### src/rtl/mult_rr_scheduler_pkg.sv
// Shared types and defaults for the round-robin multiplier scheduler.
// The result register is modelled as a two-state FSM.
package mult_pkg;

  localparam int N_DEF    = 8;
  localparam int NREQ_DEF = 4;

  typedef logic [N_DEF-1:0]   operand_t;
  typedef logic [2*N_DEF-1:0] product_t;

  typedef enum logic {
    EMPTY = 1'b0,
    FULL  = 1'b1
  } state_e;

endpackage

### src/rtl/mult_rr_scheduler_arbiter.sv
// Combinational round-robin arbiter: picks the first requester at or after ptr,
// wrapping modulo NREQ. The one-hot grant is suppressed when en is low.
module rr_arbiter #(
  parameter int NREQ = 4,
  parameter int IDW  = $clog2(NREQ)
) (
  input  logic [NREQ-1:0] req,
  input  logic [IDW-1:0]  ptr,
  input  logic            en,
  output logic [NREQ-1:0] gnt_onehot,
  output logic [IDW-1:0]  gnt_idx,
  output logic            gnt_any
);

  logic [IDW-1:0] cand;

  // Walk from the farthest offset back to ptr so the nearest valid requester wins last.
  always_comb begin
    gnt_idx = '0;
    gnt_any = 1'b0;
    cand    = '0;
    for (int k = NREQ - 1; k >= 0; k--) begin
      cand = IDW'((int'(ptr) + k) % NREQ);
      if (req[cand]) begin
        gnt_idx = cand;
        gnt_any = 1'b1;
      end
    end
    gnt_onehot = '0;
    if (en && gnt_any) begin
      gnt_onehot[gnt_idx] = 1'b1;
    end
  end

endmodule

### src/rtl/mult_rr_scheduler_multiplier.sv
// Plain unsigned combinational multiplier producing the full 2*N-bit product.
module multiplier #(
  parameter int N = 8
) (
  input  logic [N-1:0]   a,
  input  logic [N-1:0]   b,
  output logic [2*N-1:0] p
);

  assign p = {{N{1'b0}}, a} * {{N{1'b0}}, b};

endmodule

### src/rtl/mult_rr_scheduler.sv
// Shares one multiplier among NREQ valid/ready requesters via round-robin arbitration,
// returning each product with its requester ID through a one-entry output register.
module mult_rr_scheduler
  import mult_pkg::*;
#(
  parameter int N    = N_DEF,
  parameter int NREQ = NREQ_DEF,
  parameter int IDW  = $clog2(NREQ)
) (
  input  logic              clk,
  input  logic              rst,
  input  logic [NREQ-1:0]   req_valid,
  output logic [NREQ-1:0]   req_ready,
  input  logic [NREQ*N-1:0] req_a,
  input  logic [NREQ*N-1:0] req_b,
  output logic              rsp_valid,
  input  logic              rsp_ready,
  output logic [IDW-1:0]    rsp_id,
  output logic [2*N-1:0]    rsp_p,
  output logic              busy,
  output state_e            fsm_state
);

  // Handshake: a request moves on a clock edge where req_valid[i] && req_ready[i];
  // a result leaves on an edge where rsp_valid && rsp_ready. Requesters hold valid
  // and operands stable until accepted.

  state_e         state;
  logic [IDW-1:0] ptr;
  logic           accept;
  logic [IDW-1:0] gnt_idx;
  logic           gnt_any;
  logic           transfer;
  logic [N-1:0]   a_sel;
  logic [N-1:0]   b_sel;
  logic [2*N-1:0] prod;

  // The register can take a new product when empty or when its current one drains this cycle.
  assign accept   = !rst && (state == EMPTY || rsp_ready);
  assign transfer = accept && gnt_any;

  rr_arbiter #(
    .NREQ (NREQ),
    .IDW  (IDW)
  ) u_arb (
    .req        (req_valid),
    .ptr        (ptr),
    .en         (accept),
    .gnt_onehot (req_ready),
    .gnt_idx    (gnt_idx),
    .gnt_any    (gnt_any)
  );

  assign a_sel = req_a[int'(gnt_idx)*N +: N];
  assign b_sel = req_b[int'(gnt_idx)*N +: N];

  multiplier #(
    .N (N)
  ) u_mult (
    .a (a_sel),
    .b (b_sel),
    .p (prod)
  );

  always_ff @(posedge clk) begin
    if (rst) begin
      state  <= EMPTY;
      rsp_id <= '0;
      rsp_p  <= '0;
      ptr    <= '0;
    end else if (transfer) begin
      state  <= FULL;
      rsp_id <= gnt_idx;
      rsp_p  <= prod;
      ptr    <= (gnt_idx == IDW'(NREQ - 1)) ? '0 : gnt_idx + 1'b1;
    end else if (state == FULL && rsp_ready) begin
      state <= EMPTY;
    end
  end

  assign rsp_valid = (state == FULL);
  assign busy      = rsp_valid | (|req_valid);
  assign fsm_state = state;

endmodule

### config.mk
export PLATFORM = sky130hd
export DESIGN_NAME = mult_rr_scheduler
export DESIGN_NICKNAME = d
export VERILOG_FILES = /design/src/rtl/mult_rr_scheduler_pkg.sv /design/src/rtl/mult_rr_scheduler_arbiter.sv /design/src/rtl/mult_rr_scheduler_multiplier.sv /design/src/rtl/mult_rr_scheduler.sv
export SDC_FILE = /design/constraint.sdc
export NUM_CORES = 1
export LEC_CHECK = 0
export ABC_AREA = 1
export CAP_MARGIN = 30
export CORE_ASPECT_RATIO = 1.1
export CORE_MARGIN = 8
export CORE_UTILIZATION = 48
export CTS_CLUSTER_SIZE = 28
export DETAILED_ROUTE_END_ITERATION = 8
export PLACE_DENSITY = 0.81
export SYNTH_ARGS = -nofsm -noshare
export SYNTH_HDL_FRONTEND = slang
export SYNTH_SLANG_ARGS = --single-unit
### constraint.sdc
create_clock -name clk -period 7.9 [get_ports clk]
set_input_delay 0.79 -clock clk [delete_from_list [all_inputs] [get_ports clk]]
set_output_delay 0.79 -clock clk [all_outputs]
set_load 0.005 [all_outputs]
==> impl_results.md <==
- Syn avg cell area: 6.59 um^2
- Share of layout cells above drive strength 1: 0.0422
- Fin. Hold Viols: 0
- Vias in the first global route: 4151
- Largest net degree at the start of global routing: 60
- Post-Syn Instances: 611
- Post-CTS Resized: 0
- Horiz. Die Dim: 103 um
- Number of diodes: 0
- Fin crit period: 6860 ps
- Wire per inst: 14.0 um
- Hpwl dp: 9160 um
- Crit-path slowest cell: fa_1
- Post-synth EDFFs: 0
- Core area: 0.00828 mm^2
- Hold-fix buffers at CTS: 0
- Synthesized area: 0.00403 mm^2
- Crit. End Element: flop
- PortBufs: 95
- Initial Util: 0.486
- Via count: 4052
- Most used cell, CP: nand2_1
- IO Pins: 96
- Synth area leader: fa_1
- CTS root buffer: clkbuf_8
- Synth Area in Simple Gates: 0.277
- Gpl congestion: 0.890
- Post-Place Cells: 795
- Register bit total from synthesis: 21
- Post-Route Utilization: 0.607
- Worst EP arrival: 7030 ps
- CTS Buf Count: 3
- Syn Nets: 758
- Number of DRC markers in iteration 0: 165
- Area Growth Syn to Fin: 24.8%
- Grt total ovfl: 0
- Setup crit start kind: primary input
- Hold slack final: 476 ps
- Vias per cell: 5.07
- Top cells by area, synth: fa_1, nand2_1, ha_1, dfxtp_1, inv_1
- Postcts setup bufs: 0
- Die Height: 112 um
- Slew margin rel.: 0.309
- Final setup viols: 0
- Peak Freq: 146 MHz
- Largest family of logic cells by synthesized area: adder cells
- Compound-Gate Fraction of Synth Area: 0.154
- Most frequent cells after synthesis: nand2_1, inv_1, nor2_1
- Top cell type's share of synthesized area: 0.179
- Worst Max-Slew Pin Slew: 1040 ps
- Post-synth ARST share: 0
- Data required, critical path: 8060 ps
- CP max stage delay: 560 ps
- Mux contribution to synthesized area: 0
- Yosys Warn Count: 0
- Yosys cell types: 34
- Clk buf depth: 2
- Seq/Total Area, Yosys: 0.104
- Routed Antenna Nets: 0
- Drt drc: 0
- Non-Filler Instances: 799
- Max cap viols: 0
- Initial antenna violation count: 0
- Critical setup path kind: primary input to flop
- Worst-path clk slew: 70 ps
- Fill cells: 777
- Pre-Repair DR Iteration Count: 5
- R2R Setup Slk: 1400 ps
- Post-Synth Adder-Cell Area: 0.303
- Total Routing Usage GR: 0.200
- Status: completed
- Top_reg_cell synth: dfxtp_1
- Drt total wl: 11200 um
- First-pass GRT wire length: 19000 um
- Std-Cell Rows: 35
- Hold WC Path Type: flop to flop
- Worst clock skew: 0.638 ps
- Period utilisation layout: 0.869
- Xor/xnor share of the synthesized area: 0.0152
- Nets: 836
- Htree depth: 1
- Later-pin clock latency in the skew report: 270 ps
- Slew Viols, Final: 0
- CTS tree: done
- Unrepaired setup endpoints after global routing: false
- Sum Neg Setup Slack: 0 ps
- Clock Sinks: 21
- Die Footprint: 0.0116 mm^2
- Count leader, synth: nand2_1
- Crit path max fanout: 59
final cells by class:
class	instances	area (um^2)	share of cell area
repair buffers	97	966	0.192
well taps	111	139	0.0276
flip-flops and latches	21	420	0.0836
clock buffers	4	45.0	0.00896
inverters	115	434	0.0864
multi-input cells	451	3020	0.601
routing by layer:
| layer | GRT usage | vias up | wire length [um] |
|---|---|---|---|
| met5 | 0 | - | 0 |
| met4 | 0.0512 | 0 | 142 |
| met3 | 0.0266 | 11 | 797 |
| met2 | 0.341 | 127 | 5280 |
| met1 | 0.254 | 1843 | 4940 |
| li1 | - | 2071 | - |
state kept, by name (all words and copies together) (netlist names):
signal and cells:
rsp_id 2, fsm_state 1, ptr 2, rsp_p 16
kinds of logic (layout without fill, tap and decap cells):
group                      Yosys count  in the layout
adders and majority gates           76             76
and+or+nand+nor                    265            265
DFF                                 21             21
AOI/OAI and AO/OA                  103            103
xor gates and xnor gates             7              7
buffers and inverters              139            216
path summary, 6_finish.rpt:
path | to | startpoint | cells after the start
max | rsp_p[13] | req_valid[3] | 31
min | rsp_id[0] | rsp_id[0] | 2
max reg2reg | rsp_p[13] | ptr[0] | 32
min reg2reg | rsp_id[0] | rsp_id[0] | 2
per-stage QoR:
step	setup slack (ps)	instance area, um^2
2_1_floorplan	2490	4030
6_report	1040	5030
5_1_grt	458	5030
4_1_cts	1070	5030
3_5_place_dp	804	4980
3_3_place_gp	947	4980
cell usage in the layout (no fill, tap or decap), drive strengths merged, types with 4 or more instances in the layout:
master / count
a21oi: 27
clkbuf: 4
clkdlybuf4s50: 95
dfxtp: 21
fa: 36
ha: 40
inv: 114
nand2: 150
nand3: 40
nand3b: 5
nor2: 65
o211ai: 18
o21ai: 51
o21bai: 4
xor2: 5
critical path: cells and delay by family:
| kind | cells | cell delay [ps] |
|---|---|---|
| buffers and inverters | 6 | 1170 |
| AOI/OAI and AO/OA | 4 | 910 |
| adders and majority gates | 5 | 2390 |
| and+or+nand+nor | 16 | 1770 |
Power is not shown: default switching activity piles up to over one toggle a cycle in this logic, so the estimate is an artifact.
==> variant 1, RTL diff (same settings) <==
Reset style: asynchronous (`rst`), changed in one clocked block.
--- a/src/rtl/mult_rr_scheduler.sv
+++ b/src/rtl/mult_rr_scheduler.sv
@@ -64,3 +64,3 @@
 
-  always_ff @(posedge clk) begin
+  always_ff @(posedge clk or posedge rst) begin
     if (rst) begin
Formal check against the unedited RTL: not equivalent (a bounded check fails within 4 cycles, from zero or initial values and one cycle with rst high; the reset may be asserted at any time).
==> variant 1 against the unedited design <==
Final area is 1.9% lower. Worst setup slack better by 430 ps. Sequential cell count unchanged. Die area fell by 2.5%. Global-route usage down 2.1 points. Worst hold slack worse by 1.9 ps. Sequential share of layout area grew 2.3 points. Core utilization up 1.6 points. First-iteration DRC count grew 9.1%. Routed wire length shrank 11%. Area after synthesis fell by 2.9%.
Power is not shown: default switching activity piles up to over one toggle a cycle in this logic, so the estimate is an artifact.
==> variant 1: results (changes against the unedited design) <==
[status]
status=finished, final reports clean

[routing]
first_pass_iters=4  ; -1
drt_iter0_markers=180  ; +9.1%
wl_per_cell_microns=13.7  ; -2.0%

[logic_synthesis]
ys.flop_type=dfrtp_1
synth.area.top_cells=fa_1 18%, dfrtp_1 13%, ha_1 13%
yosys_warnings=0  ; unchanged
syn-num-nets=676  ; -11%
yosys-top-cells-count=113 x nand2_1, 82 x inv_1, 72 x nor2_1, 40 x ha_1, 36 x fa_1
ys_seq_area_share_pct=13.4  ; +3.0 points
yosysUniqueCellTypes=38  ; +12%

[placement]
post-dp-hpwl_microns=8510  ; -7.1%
gp_congestion=0.944  ; +6.0%

[setup_path]
critical_path_peak_fanout=19  ; -68%
critPathMaxStageDelay_ps=550
arrival_ps=6620  ; -410 ps

[cells_and_area]
top_regs=rsp_p x16, ptr x2, rsp_id x2
drive_above_1_share_pct=11.2  ; +7.0 points
fin_nets=764  ; -8.6%

[global_route]
grt_pass1_wl_microns=16700  ; -12%
track_usage_pct=17.9  ; -2.1 points
grt_max_degree=38  ; -37%
grt_pass1_vias=3647  ; -12%

[timing]
fin_skew_ps=1.83  ; +1.20 ps
worst_slew_pin_slew_ps=854  ; -182 ps

[clock_network]
cts_buffer_depth=2  ; unchanged

[variant 1: layer usage]
layer,vias up,GRT usage (%),wire (microns)
met5,-,0,0
met3,14,1.63,371
li1,1825,-,-
met4,0,4.90,212
met2,81,32.8,5310
met1,1727,21.1,4020
[variant 1: metrics by stage]
stage,instances,hold slack (ps),util (%),worst slack [ps],cell area [sq um]
final,724,474,62.3,1470,4930
after global routing,724,523,62.3,1020,4930
after CTS,724,478,62.3,1460,4930
after detailed placement,720,458,61.7,1190,4880
after global placement,720,455,61.7,1320,4880
after floorplan,529,465,-,2520,3910
[variant 1: kinds of logic (layout without fill, tap and decap cells)]
kind of cell | count (synthesis) | after routing | synth area share [%]
compound gates | 43 | 43 | 6.27
xor+xnor | 6 | 6 | 1.34
fa+ha+maj | 76 | 76 | 31.2
buf+inv | 107 | 194 | 12.4
flops | 21 | 21 | 13.4
simple gates | 276 | 276 | 35.3
[variant 1: path summary, 6_finish.rpt]
path	startpoint	to	slack, ps	cells past startpoint
setup / recovery	req_valid[1]	rsp_p[12]	1470	29
hold / removal	rsp_p[2]	rsp_p[2]	470	2
setup reg to reg	ptr[0]	rsp_p[12]	1750	28
hold reg to reg	rsp_p[2]	rsp_p[2]	470	2
max in group asynchronous	rst	rsp_p[15]	6390	2
min in group asynchronous	rst	fsm_state	1000	2
[variant 1: final cells by class]
class	instances	area [sq um]	share of cell area, %
multi-input combinational	401	2900	58.8
timing repair buffer	96	958	19.4
sequential	21	526	10.7
inverter	94	363	7.36
tap	108	135	2.74
clock buffer	3	41.3	0.838
clock inverter	1	5.00	0.102
[variant 1: worst register-to-register path, delay by kind of cell (launching register included)]
kind            cells  cell delay [ps]
flops               1              600
compound gates      3              590
fa+ha+maj           5             2450
buf+inv             7              870
simple gates       13             1550
==> variant 2, RTL diff (same settings) <==
Without the edit above. Change the package constant `N_DEF` from 8 to 7.
--- a/src/rtl/mult_rr_scheduler_pkg.sv
+++ b/src/rtl/mult_rr_scheduler_pkg.sv
@@ -4,3 +4,3 @@
 
-  localparam int N_DEF    = 8;
+  localparam int N_DEF    = 7;
   localparam int NREQ_DEF = 4;
Interface: changed (resized req_a, req_b and rsp_p); port bits go from 96 to 86. The function was not compared with the original's and may differ.
==> variant 2 against the unedited design <==
Critical path depth is 2 higher. Sequential share of layout area rose by 0.78 points. Non-clock buffer count down 12. Final area fell by 17%. First-iteration DRC count down 25%. Area after synthesis shrank 18%. Routed wire length decreased by 21%. Worst setup slack better by 430 ps. Synthesized cell count is 21% lower. Sequential cell count decreased by 2. Via count decreased by 18%. Critical endpoint is now rsp_p[11].
Power is not shown: default switching activity piles up to over one toggle a cycle in this logic, so the estimate is an artifact.
==> variant 2: results (changes against the unedited design) <==
[status]
status=finished, final reports clean

[logic_synthesis]
syn-num-nets=608  ; -20%
ys_seq_area_share_pct=11.5  ; +1.1 points
yosys-top-cells-count=117 x nand2_1, 65 x inv_1, 44 x nor2_1, 42 x nand3_1, 36 x ha_1
async_flop_share_pct=0  ; unchanged
avgSynthCellArea_sq_um=6.81  ; +3.3%
ys.flop_type=dfxtp_1
synth.area.top_cells=fa_1 15%, ha_1 14%, nand2_1 13%
yosys_warnings=0  ; unchanged
yosysUniqueCellTypes=38  ; +12%

[placement]
place_ws_ps=1230  ; +426 ps
place_area_sq_mm=0.00412  ; -17%
io_buffers=85  ; -11%
post-dp-hpwl_microns=7300  ; -20%
gp_congestion=0.895  ; +0.55%
dpl.cell_count=634  ; -20%

[clock_network]
cts_root_buf=clkbuf_8
numCtsBuffers=3  ; unchanged
clk_latency_ps=250  ; -20 ps
cts_buffer_depth=2  ; unchanged
cts_max_level=1  ; unchanged
postCtsSetupBuffers=0  ; unchanged
path_clk_slew_ps=70  ; about the same
cts_resized=0  ; unchanged

[cells_and_area]
antennaDiodeCount=0  ; unchanged
fillers=582  ; -25%
top_regs=rsp_p x14, ptr x2, rsp_id x2
drive_above_1_share_pct=7.55  ; +3.3 points
fin_nets=680  ; -19%

[setup_path]
arrival_ps=6580  ; -450 ps
critPathMaxStageDelay_ps=560  ; about the same
critical_path_peak_fanout=52  ; -12%
slowest_stage=fa_1

[global_route]
grt_max_degree=53  ; -12%
grt_pass1_vias=3346  ; -19%
grt_pass1_wl_microns=15200  ; -20%
grt_antenna_before_repair=0  ; unchanged
track_usage_pct=18.7  ; -1.3 points

[routing]
avgViaCountPerCell=5.19  ; +2.4%
wl_per_cell_microns=13.8  ; -1.6%
drt-total-wl_microns=8780  ; -21%
drt_iter0_markers=124  ; -25%
first_pass_iters=6  ; +1
ant_nets=0  ; unchanged

[timing]
fin_skew_ps=3.79  ; +3.15 ps
worst_slew_pin_slew_ps=863  ; -173 ps

[min_path]
hp-class=reg2reg

## variant 2: metrics by stage
stage	hold slack, ps	utilization, %
finish	478	62.7
CTS	483	62.7
floorplan	456	-
global placement	455	62.1
detailed placement	464	62.1
global route	509	62.7
## variant 2: metal layers
layer,vias up,wire length (microns),track usage [%],share of wire (%)
met5,-,0,0,0
met4,0,115,3.85,1.3
met3,12,586,3.28,6.7
met2,99,4040,31.3,46
met1,1505,4040,24.3,46
li1,1698,-,-,-
## variant 2: cells by family (layout without fill, tap and decap cells)
| kind of cell | after synthesis | after routing | share of synthesized area [%] |
|---|---|---|---|
| xor gates and xnor gates | 7 | 7 | 1.86 |
| adders and majority gates | 60 | 60 | 28.2 |
| buffers and inverters | 93 | 164 | 12.8 |
| AOI/OAI and AO/OA | 77 | 77 | 13.7 |
| DFF | 19 | 19 | 11.5 |
| and+or+nand+nor | 229 | 229 | 31.9 |
## variant 2: worst max-delay path, delay by kind of cell
family,cells,cell delay (ps)
AO/OA/AOI/OAI,4,710
adder cells (fa/ha/maj),5,2430
buffers and inverters,9,1150
AND/OR/NAND/NOR,15,1500
## variant 2: final timing paths
check	start	end	slack [ps]	depth (start not counted)
max	req_valid[2]	rsp_p[11]	1470	33
min	rsp_p[10]	rsp_p[10]	480	2
max reg2reg	ptr[0]	rsp_p[11]	1830	32
min reg2reg	rsp_p[10]	rsp_p[10]	480	2
## variant 2: cell type report
type	instances	share of cell area [%]
Multi-Input combinational cell	373	60.0
Timing Repair Buffer	85	20.4
Sequential cell	19	9.14
Inverter	75	6.83
Tap cell	82	2.47
Clock buffer	4	1.08
